==> config.mk <==
export PLATFORM = sky130hd
export DESIGN_NAME = fb_sprite_writer_flat
export DESIGN_NICKNAME = d
export VERILOG_FILES = /design/src/rtl/fb_sprite_writer_if.sv /design/src/rtl/fb_sprite_writer.sv /design/src/flat_wrapper.sv
export SDC_FILE = /design/constraint.sdc
export NUM_CORES = 1
export LEC_CHECK = 0
export ABC_AREA = 1
export CAP_MARGIN = 30
export CORE_MARGIN = 4
export CORE_UTILIZATION = 50
export DETAILED_ROUTE_END_ITERATION = 10
export PLACE_DENSITY_LB_ADDON = 0.1
export SYNTH_ARGS = -nofsm -noshare
export SYNTH_HDL_FRONTEND = slang
export SYNTH_SLANG_ARGS = --single-unit
==> constraint.sdc <==
create_clock -name Clk -period 7 [get_ports Clk]
set_input_delay 1.75 -clock Clk [delete_from_list [all_inputs] [get_ports Clk]]
set_output_delay 1.75 -clock Clk [all_outputs]
set_load 0.1 [all_outputs]
==> src/rtl/fb_sprite_writer_if.sv <==
// Sprite-writer bus bundle: the sprite ROM read port and the frame-buffer write port.
// The writer uses the master side; the ROM/frame-buffer side uses the slave side.
interface fb_sprite_writer_if #(
   parameter int PIX_W = 5
);
   logic [12:0]      rom_addr;
   logic [PIX_W-1:0] rom_data;
   logic             fb_we;
   logic [16:0]      fb_addr;
   logic [PIX_W-1:0] fb_wdata;

   modport master (
      output rom_addr, fb_we, fb_addr, fb_wdata,
      input  rom_data
   );

   modport slave (
      input  rom_addr, fb_we, fb_addr, fb_wdata,
      output rom_data
   );
endinterface

==> src/rtl/fb_sprite_writer.sv <==
// Frame-buffer writer: on each vs falling edge, clears the back buffer to bg_color.
// It then blits one 32x32 sprite with transparency, clipping at the screen edges.
module fb_sprite_writer #(
   parameter int               FB_W   = 320,
   parameter int               FB_H   = 240,
   parameter int               SPR_W  = 32,
   parameter int               SPR_H  = 32,
   parameter int               PIX_W  = 5,
   parameter logic [PIX_W-1:0] TRANSP = '0
) (
   input  logic                  Clk,
   input  logic                  Reset,
   input  logic                  vs,
   input  logic [9:0]            sprite_x,
   input  logic [9:0]            sprite_y,
   input  logic [2:0]            sprite_id,
   input  logic [PIX_W-1:0]      bg_color,
   fb_sprite_writer_if.master    bus,
   output logic                  busy,
   output logic                  done,
   output logic                  overrun
);
   localparam int          COL_W     = $clog2(SPR_W);
   localparam int          ROW_W     = $clog2(SPR_H);
   localparam logic [16:0] CLR_LAST  = 17'(FB_W * FB_H - 1);
   localparam logic [COL_W-1:0] COL_LAST = COL_W'(SPR_W - 1);
   localparam logic [ROW_W-1:0] ROW_LAST = ROW_W'(SPR_H - 1);
   localparam logic [10:0] FB_W11    = 11'(FB_W);
   localparam logic [10:0] FB_H11    = 11'(FB_H);

   typedef enum logic [2:0] {IDLE, CLEAR, DRAW, DRAIN, DONE} state_t;

   state_t           state_q, state_d;
   logic             vs_s1_q, vs_s2_q, vs_s3_q;
   logic             frame_start_q, frame_start_d;
   logic [9:0]       sx_q, sx_d, sy_q, sy_d;
   logic [2:0]       id_q, id_d;
   logic [PIX_W-1:0] bg_q, bg_d;
   logic [16:0]      clr_q, clr_d;
   logic [COL_W-1:0] col_q, col_d;
   logic [ROW_W-1:0] row_q, row_d;
   logic             drain_q, drain_d;
   logic             overrun_q, overrun_d;
   logic             s1_vld_q, s1_vld_d;
   logic [10:0]      s1_x_q, s1_x_d, s1_y_q, s1_y_d;
   logic             s2_we_q, s2_we_d;
   logic [16:0]      s2_addr_q, s2_addr_d;
   logic [PIX_W-1:0] s2_data_q, s2_data_d;

   // vs is asynchronous and idles high, so the chain resets to 1 to avoid a false edge.
   always_ff @(posedge Clk or posedge Reset) begin
      if (Reset) begin
         vs_s1_q <= 1'b1;
         vs_s2_q <= 1'b1;
         vs_s3_q <= 1'b1;
      end else begin
         vs_s1_q <= vs;
         vs_s2_q <= vs_s1_q;
         vs_s3_q <= vs_s2_q;
      end
   end

   assign frame_start_d = vs_s3_q & ~vs_s2_q;

   always_ff @(posedge Clk or posedge Reset) begin
      if (Reset) begin
         state_q       <= IDLE;
         frame_start_q <= 1'b0;
         sx_q          <= '0;
         sy_q          <= '0;
         id_q          <= '0;
         bg_q          <= '0;
         clr_q         <= '0;
         col_q         <= '0;
         row_q         <= '0;
         drain_q       <= 1'b0;
         overrun_q     <= 1'b0;
         s1_vld_q      <= 1'b0;
         s1_x_q        <= '0;
         s1_y_q        <= '0;
         s2_we_q       <= 1'b0;
         s2_addr_q     <= '0;
         s2_data_q     <= '0;
      end else begin
         state_q       <= state_d;
         frame_start_q <= frame_start_d;
         sx_q          <= sx_d;
         sy_q          <= sy_d;
         id_q          <= id_d;
         bg_q          <= bg_d;
         clr_q         <= clr_d;
         col_q         <= col_d;
         row_q         <= row_d;
         drain_q       <= drain_d;
         overrun_q     <= overrun_d;
         s1_vld_q      <= s1_vld_d;
         s1_x_q        <= s1_x_d;
         s1_y_q        <= s1_y_d;
         s2_we_q       <= s2_we_d;
         s2_addr_q     <= s2_addr_d;
         s2_data_q     <= s2_data_d;
      end
   end

   // A frame start outside IDLE is dropped, but remembered in the sticky overrun flag.
   always_comb begin
      state_d   = state_q;
      sx_d      = sx_q;
      sy_d      = sy_q;
      id_d      = id_q;
      bg_d      = bg_q;
      clr_d     = clr_q;
      col_d     = col_q;
      row_d     = row_q;
      drain_d   = drain_q;
      overrun_d = overrun_q | (frame_start_q && (state_q != IDLE));
      case (state_q)
         IDLE: begin
            if (frame_start_q) begin
               sx_d    = sprite_x;
               sy_d    = sprite_y;
               id_d    = sprite_id;
               bg_d    = bg_color;
               clr_d   = '0;
               state_d = CLEAR;
            end
         end
         CLEAR: begin
            if (clr_q == CLR_LAST) begin
               clr_d   = '0;
               col_d   = '0;
               row_d   = '0;
               state_d = DRAW;
            end else begin
               clr_d = clr_q + 17'd1;
            end
         end
         DRAW: begin
            col_d = col_q + 1'b1;
            if (col_q == COL_LAST) begin
               row_d = row_q + 1'b1;
            end
            if ((col_q == COL_LAST) && (row_q == ROW_LAST)) begin
               drain_d = 1'b0;
               state_d = DRAIN;
            end
         end
         DRAIN: begin
            drain_d = 1'b1;
            if (drain_q) begin
               state_d = DONE;
            end
         end
         DONE: begin
            state_d = IDLE;
         end
         default: begin
            state_d = IDLE;
         end
      endcase
   end

   // Stage 1 lines up screen coordinates with the ROM latency; stage 2 clips and linearises.
   always_comb begin
      s1_vld_d  = (state_q == DRAW);
      s1_x_d    = {1'b0, sx_q} + 11'(col_q);
      s1_y_d    = {1'b0, sy_q} + 11'(row_q);
      s2_we_d   = s1_vld_q && (bus.rom_data != TRANSP) &&
                  (s1_x_q < FB_W11) && (s1_y_q < FB_H11);
      s2_addr_d = 17'(s1_y_q) * 17'(FB_W) + 17'(s1_x_q);
      s2_data_d = bus.rom_data;
   end

   always_comb begin
      bus.rom_addr = 13'({id_q, row_q, col_q});
      bus.fb_we    = 1'b0;
      bus.fb_addr  = s2_addr_q;
      bus.fb_wdata = s2_data_q;
      if (state_q == CLEAR) begin
         bus.fb_we    = 1'b1;
         bus.fb_addr  = clr_q;
         bus.fb_wdata = bg_q;
      end else if ((state_q == DRAW) || (state_q == DRAIN)) begin
         bus.fb_we = s2_we_q;
      end
   end

   assign busy    = (state_q == CLEAR) || (state_q == DRAW) || (state_q == DRAIN);
   assign done    = (state_q == DONE);
   assign overrun = overrun_q;
endmodule

==> src/flat_wrapper.sv <==
// flat-port wrapper written by rule: the top's interface ports become plain ports
module fb_sprite_writer_flat 
#(
   parameter int               FB_W   = 320,
   parameter int               FB_H   = 240,
   parameter int               SPR_W  = 32,
   parameter int               SPR_H  = 32,
   parameter int               PIX_W  = 5,
   parameter logic [PIX_W-1:0] TRANSP = '0
)
  (Clk, Reset, vs, sprite_x, sprite_y, sprite_id, bg_color, busy, done, overrun, bus_rom_addr, bus_fb_we, bus_fb_addr, bus_fb_wdata, bus_rom_data);
  fb_sprite_writer_if #(.PIX_W(PIX_W)) bus_i ();
  input  logic Clk;
  input  logic Reset;
  input  logic vs;
  input  logic [9:0] sprite_x;
  input  logic [9:0] sprite_y;
  input  logic [2:0] sprite_id;
  input  logic [PIX_W-1:0] bg_color;
  output logic busy;
  output logic done;
  output logic overrun;
  output wire logic [$bits(bus_i.rom_addr)-1:0] bus_rom_addr;
  output wire logic [$bits(bus_i.fb_we)-1:0] bus_fb_we;
  output wire logic [$bits(bus_i.fb_addr)-1:0] bus_fb_addr;
  output wire logic [$bits(bus_i.fb_wdata)-1:0] bus_fb_wdata;
  input wire logic [$bits(bus_i.rom_data)-1:0] bus_rom_data;
  assign bus_rom_addr = bus_i.rom_addr;
  assign bus_fb_we = bus_i.fb_we;
  assign bus_fb_addr = bus_i.fb_addr;
  assign bus_fb_wdata = bus_i.fb_wdata;
  assign bus_i.rom_data = bus_rom_data;
  fb_sprite_writer #(.FB_W(FB_W), .FB_H(FB_H), .SPR_W(SPR_W), .SPR_H(SPR_H), .PIX_W(PIX_W), .TRANSP(TRANSP)) u_core (.Clk(Clk), .Reset(Reset), .vs(vs), .sprite_x(sprite_x), .sprite_y(sprite_y), .sprite_id(sprite_id), .bg_color(bg_color), .bus(bus_i), .busy(busy), .done(done), .overrun(overrun));
endmodule
==> results.toml <==
[run_status]
status = "complete, no violations"

[timing]
setup_viol = 0
min_period_ps = 5010
tightest_slew_ps = 983
slew_headroom = 0.343
rsz0062_at_grt = "false"
period_share = 0.715
report.final.slew_viol_count = 0
tns_ps = 0
skew_ps = 5.39
hold_viol = 0
fmax_ghz = 0.200

[synthesis]
synthXorXnorAreaFrac = 0.0491
yosysUniqueCellTypes = 36
synthAdderAreaFrac = 0.0907
avgSynthCellArea_um2 = 8.49
yosysSeqAreaShare = 0.482
synth_fp_nets = 748
muxShareOfSynthArea = 0.00175
synth_top_family_by_area = "simple AND/OR/NAND/NOR gates"
synthFlopType = "dfrtp_1"
synthArstFlopShare = 1.00
synth_edf_count = 0
synth_compound_area_frac = 0.0729
netlist_area_um2 = 5710
synth_warnings = 0
synthCells = 673
ys_ff_latch = 110
yosys.area_share.simple = 0.236

[detailed_routing]
vias = 4514
avgViaCountPerCell = 5.06
first_pass_iters = 5
met3_length_um = 587
drtIter0Drc = 285
drc = 0
wl_met2_um = 6130
drt.antenna.violating_nets = 0
wl_per_cell_um = 14.0
drt-total-wl_um = 12500
top_layer_used = "met4"
wirelength_met1_um = 5650

[clock_network]
cts_resized = 0
cts_max_path_buffers = 2
tritoncts = "done"
htree_levels = 3
clk-insertion-delay-late_ps = 350
ctsHoldBuffers = 0
numCtsBuffers = 9
cts_root_buffer = "clkbuf_16"
cts.sinks = 110
cts.clk_slew.worst_paths_ps = 70
post_cts.repair.setup_buffers = 0

[layout]
n_antenna_cell = 0
drive_above_1_share = 0.0465
nets = 822
areaGrowthSynthToFinish_pct = 19.9
layoutNonFillerInstCount = 892

[setup_path]
arrival_ps = 3260
worstSetupEndpointType = "output port"
start_kind = "flop"
criticalPathCategory = "reg2out"
path_max_fanout = 43
cp.required_ps = 5250
cpPeakStageDelay_ps = 1120
crit_buf_inv = 4
cp_slowest_cell = "clkdlybuf4s50_1"
crit_family = "buffers and inverters"
worstPathCellList = "inv_1 -> nor3_4 -> inv_2 -> nand2_1 -> inv_1 -> nand2_1 -> o21a_1 -> clkdlybuf4s50_1"

[global_route]
grt_overflow_total = 0
grt_max_degree = 74
grt_use_total = 0.205
grt_pass1_vias = 4620
grt_pass1_wl_um = 21600
antenna_found_initial = 0

[placed_design]
gp_congestion = 0.888
placed_cells = 876
port_buffers = 74
place_hpwl_um = 9550

[die]
core_area_um2 = 11000
ios = 75
rows = 38
die-area_um2 = 13200
start_util = 0.518
die_w_um = 115
fp.dieH_um = 115

[job]
maxCapViolations = 0

[hold_path]
min_path_type = "reg2reg"
## sequential cells by signal (all words and copies together), names as in the netlist, 3 cells and up
name and cells:
u_core.bg_q 5, u_core.id_q 3, u_core.state_q 3, u_core.s2_data_q 5
u_core.sy_q 10, u_core.col_q 5, u_core.s1_y_q 11, u_core.row_q 5
u_core.sx_q 10, u_core.s2_addr_q 17, u_core.clr_q 17, u_core.s1_x_q 11
## through the flow
step	instance area (µm²)	utilization	worst slack, ps	hold WS [ps]
floorplan	5710	-	2170	331
global placement	6570	0.596	2400	332
global route	6850	0.621	1740	360
CTS	6850	0.621	1960	357
finish	6850	0.621	1990	356
detailed placement	6570	0.596	2350	339
## area by class of cell
type	count	area (µm²)
timing repair buffer	76	756
inverter	81	307
tap	140	175
clock inverter	6	52.6
fill	983	4180
sequential	110	2760
clock buffer	10	229
multi-input combinational	469	2570
## layout by cell type (no fill, tap or decap), types with 2 or more instances in the layout
| master | Yosys | final |
|---|---|---|
| clkbuf_16 | 0 | 9 |
| o21ai_0 | 40 | 40 |
| a21oi_1 | 18 | 18 |
| nand2_2 | 5 | 5 |
| dfrtp_1 | 107 | 107 |
| xnor2_1 | 5 | 5 |
| dfstp_2 | 3 | 3 |
| nor2_2 | 3 | 4 |
| nand3_1 | 34 | 34 |
| o21a_1 | 2 | 2 |
| nand4_1 | 13 | 13 |
| o22ai_1 | 10 | 10 |
| ha_1 | 35 | 35 |
| a31oi_1 | 2 | 2 |
| nand3b_1 | 2 | 2 |
| nor2_1 | 28 | 27 |
| xor2_1 | 27 | 27 |
| clkdlybuf4s50_1 | 0 | 74 |
| inv_1 | 79 | 78 |
| nor3_1 | 8 | 8 |
| fa_1 | 4 | 4 |
| nand2_1 | 221 | 221 |
| inv_8 | 0 | 2 |
| buf_4 | 2 | 2 |
| inv_2 | 2 | 2 |
| a21o_1 | 2 | 2 |
## worst reg2reg max path, stage by stage (launching register included)
cell and delay (ps):
dfrtp_1 420, ha_1 310, ha_1 220, fa_1 450, ha_1 360, nand2_1 100, nor3_1 190, nor2_1 110
nor2_1 200, nand3_1 100, nand2_1 70, nand2_1 50
## logic make-up (layout without fill, tap and decap cells)
family,count (synthesis),in the layout
AO/OA/AOI/OAI,77,77
XOR/XNOR,32,32
adder cells (fa/ha/maj),39,39
AND/OR/NAND/NOR,320,320
flip-flops,110,110
buffers and inverters,94,173
multiplexers,1,1
## metal layers
| metal | GRT usage | up-vias |
|---|---|---|
| met5 | 0 | - |
| met4 | 0.0485 | 0 |
| met3 | 0.0526 | 8 |
| met2 | 0.343 | 94 |
| met1 | 0.268 | 2109 |
| li1 | - | 2303 |
## final timing paths
path | from | end | slack [ps] | cells past startpoint
min reg2reg | u_core.s1_x_q[0] | u_core.s2_addr_q[0] | 360 | 0
max in group asynchronous | Reset | u_core.s2_addr_q[14] | 4050 | 3
max | u_core.state_q[0] | bus_fb_we | 1990 | 8
min in group asynchronous | Reset | u_core.frame_start_q | 1920 | 2
max reg2reg | u_core.s1_y_q[1] | u_core.s2_addr_q[15] | 4320 | 11
min | u_core.s1_x_q[0] | u_core.s2_addr_q[0] | 360 | 0
## Yosys cell counts, types with 2 or more instances
library cell / count / area (µm²)
a31oi_1: 2 / 12.5
inv_1: 79 / 297
buf_4: 2 / 15.0
nand4_1: 13 / 81.3
dfrtp_1: 107 / 2680
nor3_1: 8 / 40.0
xnor2_1: 5 / 43.8
a21oi_1: 18 / 90.1
o21ai_0: 40 / 200
dfstp_2: 3 / 78.8
buf_2: 7 / 35.0
nor2_1: 28 / 105
o21a_1: 2 / 15.0
nand3_1: 34 / 170
buf_6: 2 / 22.5
fa_1: 4 / 80.1
inv_2: 2 / 7.51
nand3b_1: 2 / 15.0
nand2_2: 5 / 31.3
nor2_2: 3 / 18.8
ha_1: 35 / 438
o22ai_1: 10 / 62.6
xor2_1: 27 / 236
a21o_1: 2 / 15.0
clkbuf_1: 2 / 7.51
nand2_1: 221 / 830
Power is not shown: default switching activity piles up to over one toggle a cycle in this logic, so the estimate is an artifact.
